$ cat src/rtl/proc_porf_pkg.sv
// Shared definitions for the processor power-on reset / clock-enable sequencer.
// State encodings and default timing constants used by proc and its benches.
package proc_porf_pkg;

  typedef enum logic [1:0] {
    PORF_RESET   = 2'd0,
    PORF_STRETCH = 2'd1,
    PORF_RUN     = 2'd2,
    PORF_HALT    = 2'd3
  } porf_state_e;

  localparam int unsigned PORF_DIV          = 10;
  localparam int unsigned PORF_RESET_CYCLES = 6;
  localparam int unsigned PORF_SYNC_STAGES  = 2;

endpackage

$ cat src/rtl/proc_porf_if.sv
// Debug/control bundle between the sequencer and its controller.
// master drives halt/step requests, slave is the sequencer.
interface proc_porf_if;

  logic        halt_req;
  logic        step;
  logic        proc_ce;
  logic        proc_resetn;
  logic        halted;
  logic [31:0] proc_cycle;

  modport master (
    output halt_req,
    output step,
    input  proc_ce,
    input  proc_resetn,
    input  halted,
    input  proc_cycle
  );

  modport slave (
    input  halt_req,
    input  step,
    output proc_ce,
    output proc_resetn,
    output halted,
    output proc_cycle
  );

endinterface

$ cat src/rtl/proc_porf_reset_sync.sv
// Reset synchroniser: asynchronous assert, synchronous deassert.
// Output falls SYNC_STAGES clock edges after the reset input falls.
module proc_porf_reset_sync #(
  parameter int unsigned SYNC_STAGES = 2
) (
  input  logic clk,
  input  logic reset,
  output logic rst_o
);

  if (SYNC_STAGES < 2) begin : g_stages_chk
    $error("SYNC_STAGES must be >= 2");
  end

  logic [SYNC_STAGES-1:0] sync_q;
  logic [SYNC_STAGES-1:0] sync_d;

  always_comb begin
    sync_d = {sync_q[SYNC_STAGES-2:0], 1'b0};
  end

  always_ff @(posedge clk or posedge reset) begin
    if (reset) sync_q <= '1;
    else       sync_q <= sync_d;
  end

  assign rst_o = sync_q[SYNC_STAGES-1];

endmodule

$ cat src/rtl/proc_porf.sv
// Processor clock-enable and stretched reset sequencer with debug halt/step.
// Issues one proc_ce every DIV cycles and counts processor cycles.
module proc_porf
  import proc_porf_pkg::*;
#(
  parameter int unsigned DIV          = PORF_DIV,
  parameter int unsigned RESET_CYCLES = PORF_RESET_CYCLES,
  parameter int unsigned SYNC_STAGES  = PORF_SYNC_STAGES
) (
  input  logic          clk,
  input  logic          reset,
  proc_porf_if.slave    bus
);

  if (DIV < 2) begin : g_div_chk
    $error("DIV must be >= 2");
  end

  localparam int unsigned DIV_W = $clog2(DIV);
  localparam int unsigned SC_W  = $clog2(RESET_CYCLES + 2);
  localparam logic [DIV_W-1:0] DIV_LAST = DIV_W'(DIV - 1);
  localparam logic [SC_W-1:0]  SC_LAST  = SC_W'(RESET_CYCLES);

  logic rst_i;

  proc_porf_reset_sync #(
    .SYNC_STAGES(SYNC_STAGES)
  ) u_rst_sync (
    .clk   (clk),
    .reset (reset),
    .rst_o (rst_i)
  );

  porf_state_e      state_q, state_d;
  logic [DIV_W-1:0] div_q, div_d, div_inc;
  logic [SC_W-1:0]  sc_q, sc_d;
  logic             ce_q, ce_d;
  logic             resetn_q, resetn_d;
  logic             halted_q, halted_d;
  logic [31:0]      cyc_q, cyc_d;
  logic             step_q, step_d;
  logic             wrap, step_rise;

  always_comb begin
    wrap      = (div_q == DIV_LAST);
    div_inc   = wrap ? '0 : div_q + 1'b1;
    step_rise = bus.step & ~step_q;
    state_d   = state_q;
    div_d     = div_q;
    sc_d      = sc_q;
    ce_d      = 1'b0;
    resetn_d  = resetn_q;
    halted_d  = halted_q;
    cyc_d     = cyc_q;
    step_d    = bus.step;
    unique case (state_q)
      PORF_RESET: begin
        div_d   = div_inc;
        state_d = PORF_STRETCH;
      end
      PORF_STRETCH: begin
        div_d = div_inc;
        if (wrap) begin
          ce_d = 1'b1;
          sc_d = sc_q + 1'b1;
        end
        // leave on the edge that ends the last stretch pulse
        if (ce_q && sc_q == SC_LAST) begin
          state_d  = PORF_RUN;
          resetn_d = 1'b1;
        end
      end
      PORF_RUN: begin
        if (wrap && bus.halt_req) begin
          state_d  = PORF_HALT;
          halted_d = 1'b1;
          div_d    = '0;
        end else begin
          div_d = div_inc;
          if (wrap) begin
            ce_d  = 1'b1;
            cyc_d = cyc_q + 1'b1;
          end
        end
      end
      PORF_HALT: begin
        div_d = '0;
        // release takes priority over a coincident step edge
        if (!bus.halt_req) begin
          state_d  = PORF_RUN;
          halted_d = 1'b0;
        end else if (step_rise) begin
          ce_d  = 1'b1;
          cyc_d = cyc_q + 1'b1;
        end
      end
      default: state_d = PORF_RESET;
    endcase
  end

  always_ff @(posedge clk or posedge rst_i) begin
    if (rst_i) begin
      state_q  <= PORF_RESET;
      div_q    <= '0;
      sc_q     <= '0;
      ce_q     <= 1'b0;
      resetn_q <= 1'b0;
      halted_q <= 1'b0;
      cyc_q    <= '0;
      step_q   <= 1'b0;
    end else begin
      state_q  <= state_d;
      div_q    <= div_d;
      sc_q     <= sc_d;
      ce_q     <= ce_d;
      resetn_q <= resetn_d;
      halted_q <= halted_d;
      cyc_q    <= cyc_d;
      step_q   <= step_d;
    end
  end

  assign bus.proc_ce     = ce_q;
  assign bus.proc_resetn = resetn_q;
  assign bus.halted      = halted_q;
  assign bus.proc_cycle  = cyc_q;

endmodule

$ cat src/flat_wrapper.sv
// flat-port wrapper written by rule: the top's interface ports become plain ports
module proc_porf_flat import proc_porf_pkg::*;
#(
  parameter int unsigned DIV          = PORF_DIV,
  parameter int unsigned RESET_CYCLES = PORF_RESET_CYCLES,
  parameter int unsigned SYNC_STAGES  = PORF_SYNC_STAGES
)
  (clk, reset, bus_halt_req, bus_step, bus_proc_ce, bus_proc_resetn, bus_halted, bus_proc_cycle);
  proc_porf_if bus_i ();
  input  logic clk;
  input  logic reset;
  input wire logic [$bits(bus_i.halt_req)-1:0] bus_halt_req;
  input wire logic [$bits(bus_i.step)-1:0] bus_step;
  output wire logic [$bits(bus_i.proc_ce)-1:0] bus_proc_ce;
  output wire logic [$bits(bus_i.proc_resetn)-1:0] bus_proc_resetn;
  output wire logic [$bits(bus_i.halted)-1:0] bus_halted;
  output wire logic [$bits(bus_i.proc_cycle)-1:0] bus_proc_cycle;
  assign bus_i.halt_req = bus_halt_req;
  assign bus_i.step = bus_step;
  assign bus_proc_ce = bus_i.proc_ce;
  assign bus_proc_resetn = bus_i.proc_resetn;
  assign bus_halted = bus_i.halted;
  assign bus_proc_cycle = bus_i.proc_cycle;
  proc_porf #(.DIV(DIV), .RESET_CYCLES(RESET_CYCLES), .SYNC_STAGES(SYNC_STAGES)) u_core (.clk(clk), .reset(reset), .bus(bus_i));
endmodule
$ cat config.mk
export PLATFORM = sky130hd
export DESIGN_NAME = proc_porf_flat
export DESIGN_NICKNAME = d
export VERILOG_FILES = /design/src/rtl/proc_porf_pkg.sv /design/src/rtl/proc_porf_if.sv /design/src/rtl/proc_porf_reset_sync.sv /design/src/rtl/proc_porf.sv /design/src/flat_wrapper.sv
export SDC_FILE = /design/constraint.sdc
export NUM_CORES = 1
export LEC_CHECK = 0
export ABC_CLOCK_PERIOD_IN_PS = 3490
export CORE_ASPECT_RATIO = 0.8
export CORE_MARGIN = 2
export CORE_UTILIZATION = 50
export DETAILED_ROUTE_END_ITERATION = 10
export PLACE_DENSITY_LB_ADDON = 0.05
export REMOVE_ABC_BUFFERS = 1
export SYNTH_ARGS = -nofsm -noshare
export SYNTH_HDL_FRONTEND = slang
export SYNTH_HIERARCHICAL = 1
export SYNTH_SLANG_ARGS = --single-unit
$ cat constraint.sdc
create_clock -name clk -period 3.49 [get_ports clk]
set_clock_uncertainty 0.05 [all_clocks]
set_input_delay 0.349 -clock clk [delete_from_list [all_inputs] [get_ports clk]]
set_output_delay 0.349 -clock clk [all_outputs]
set_load 0.1 [all_outputs]
==> flow_summary.ini <==
[run_status]
status = finished, final reports clean

[global_routing]
grt_max_degree = 31
grt_pass1_vias = 1494
antenna_found_initial = 0
track_usage_pct = 19.1
grt-ovfl-total = 0
grt_pass1_wl_um = 6970

[worst_setup_path]
critPathMaxFanout = 7
cp.required_ns = 3.61
reg2reg_to = u_core/bus.proc_cycle[31]
critPathLaunchType = register
end_kind = register
critical_path_class = reg -> reg
r2r_cells = 5
critPathArrivalTime_ns = 2.48
r2r-start = u_core/div_q[1]
rrSetupSlack_ns = 1.13
worstSetupStartpoint = u_core/div_q[1]
crit_end = u_core/bus.proc_cycle[31]

[power_and_ir_drop]
ir_drop_uv = 277
total_power_mw = 0.910
powerDensity_nw_per_um2 = 347
cellLeakagePower_nw = 1.11

[route]
met2_length_um = 2050
wl_um = 4230
wl_met1_um = 1960
viasPerCell = 5.30
drtIter0Drc = 76
wire_per_inst_um = 14.7
drt_first_pass_iters = 5
remaining_drc_errors = 0
postRouteAntennaNets = 0
vias = 1526
highest_layer = met4
dr_wl_met3_um = 188

[placement]
io_buffers = 38
gp_congestion = 0.830
place.detailed.hpwl_um = 3150

[timing]
fin_crit_sh_pct = 67.6
finalSetupViolCount = 0
fin_setup_tns_ns = 0
post-route-min-period_ns = 2.36
drv_slew = 0
fmax_mhz = 424
hold_viol = 0
max_slew_margin_pct = 23.1
rsz0062_at_grt = no
worstMarginPinSlew_ns = 1.15

[clock_tree]
clock_tree.buffer_depth = 2
clk_latency_ns = 0.29
cts_tree = built
path_clk_slew_ns = 0.07
cts_buffers = 5
cts_root_buf = clkbuf_8
clock-sinks = 47
cts_setup_buffers = 0
hold_buffers = 0
cts_max_level = 2
cts.repair.resized = 0

[floorplanning]
die_area_um2 = 4750
core_region_area_um2 = 4130
row_count = 21
ios = 39
die_w_um = 76.6
start_util_pct = 51.1
die_y_um = 62.1

[layout]
mostFrequentLayoutCells = dfrtp_1 (45), clkdlybuf4s50_1 (38), nand2_1 (25), xnor2_1 (24)
diodes = 0
final_common_cell = dfrtp_1
drive_gt1_share_pct = 4.76
nets = 237
syn_to_final_growth_pct = 24.5

[yosys]
seq_area_frac_synth_pct = 55.9
ys_seq_elements = 47
syn_area_per_cell_um2 = 11.2
ys_types = 36
yosys.area.top_type_share_pct = 53.4
syn_inst = 188
synthesis.area_um2 = 2110
yosys-top-cells-area = dfrtp_1 (53%), xnor2_1 (10%), nand2_1 (4.5%)
yosys_warnings = 6
yosysTopAreaCell = dfrtp_1

[run]
cap_violations = 0

[worst_hold_path]
hold_class = reg -> reg
critical path: stages (launching register included):
cell and delay (ns):
dfrtp_1 0.44, nand4bb_2 0.30, o32a_1 0.50, nor4_2 0.61, nand4_1 0.19, xnor2_1 0.15
through the flow:
stage	hold WS [ns]	area, um^2	instances	setup WS, ns	utilization (%)
after floorplan	0.211	2080	184	0.985	-
after global placement	0.299	2540	280	0.943	61.7
after detailed placement	0.303	2540	280	0.874	61.7
after CTS	0.314	2620	288	1.12	63.6
after global routing	0.319	2620	288	0.973	63.6
final	0.311	2620	288	1.13	63.6
layer usage:
layer | vias up | track usage [%]
met5 | - | 0
met4 | 0 | 7.01
met3 | 5 | 4.19
met2 | 41 | 33.6
met1 | 749 | 24.3
li1 | 731 | -
Yosys cell counts, drive strengths merged:
cell / number
clkbuf: 3
dfrtp: 45
conb: 1
inv: 6
xnor2: 24
xor2: 10
a31oi: 1
o32ai: 1
o32a: 1
nor3: 2
nand2b: 3
nand2: 25
nor2: 6
nor4bb: 1
o21bai: 1
nand3: 11
o31ai: 1
nor2b: 1
a21oi: 3
nand4bb: 1
nand4: 11
buf: 1
dfstp: 2
and2: 1
a21boi: 1
nor4: 6
and4: 4
o211ai: 1
a22oi: 1
mux2i: 1
and3: 2
ha: 3
nand3b: 3
o21ai: 4
report_power, final:
| group | switching (mW) | internal (mW) |
|---|---|---|
| sequential | 0.00481 | 0.550 |
| combinational | 0.0360 | 0.0107 |
| clock | 0.166 | 0.143 |
| total | 0.207 | 0.703 |
final cells by class:
type	count	area, um^2
fill	346	1500
tap	57	71.3
sequential	47	1180
multi-input combinational	131	883
inverter	6	22.5
timing repair buffer	39	388
clock buffer	8	80.1
logic make-up (layout without fill, tap and decap cells):
| logic type | after synthesis | count (layout) | share of synthesized area (%) |
|---|---|---|---|
| flops | 47 | 47 | 55.9 |
| simple gates | 77 | 77 | 20.7 |
| fa+ha+maj | 3 | 3 | 1.78 |
| other cells | 1 | 1 | 0.178 |
| xor+xnor | 34 | 34 | 14.1 |
| compound gates | 15 | 15 | 4.63 |
| mux | 1 | 1 | 0.475 |
| buf+inv | 10 | 53 | 2.14 |
flip-flops by register name, indices dropped and copies added (netlist names):
| name | flops |
|---|---|
| u_core/bus.proc_cycle | 32 |
| u_core/div_q | 4 |
| u_core/sc_q | 3 |
| u_core/state_q | 2 |
| u_core/u_rst_sync/sync_q | 2 |
| u_core/bus.halted | 1 |
| u_core/bus.proc_ce | 1 |
| u_core/bus.proc_resetn | 1 |
| u_core/step_q | 1 |
worst min path at each step:
stage,end,startpoint,cells past startpoint,slack (ns)
2_1_floorplan,u_core/u_rst_sync/sync_q[0],reset,1,0.21
4_1_cts,u_core/u_rst_sync/sync_q[1],u_core/u_rst_sync/sync_q[0],0,0.31
5_1_grt,u_core/u_rst_sync/sync_q[1],u_core/u_rst_sync/sync_q[0],0,0.32
6_report,u_core/u_rst_sync/sync_q[1],u_core/u_rst_sync/sync_q[0],0,0.31
3_5_place_dp,u_core/u_rst_sync/sync_q[1],u_core/u_rst_sync/sync_q[0],0,0.30
3_3_place_gp,u_core/u_rst_sync/sync_q[1],u_core/u_rst_sync/sync_q[0],0,0.30
Power figures use the tool's default switching activity.
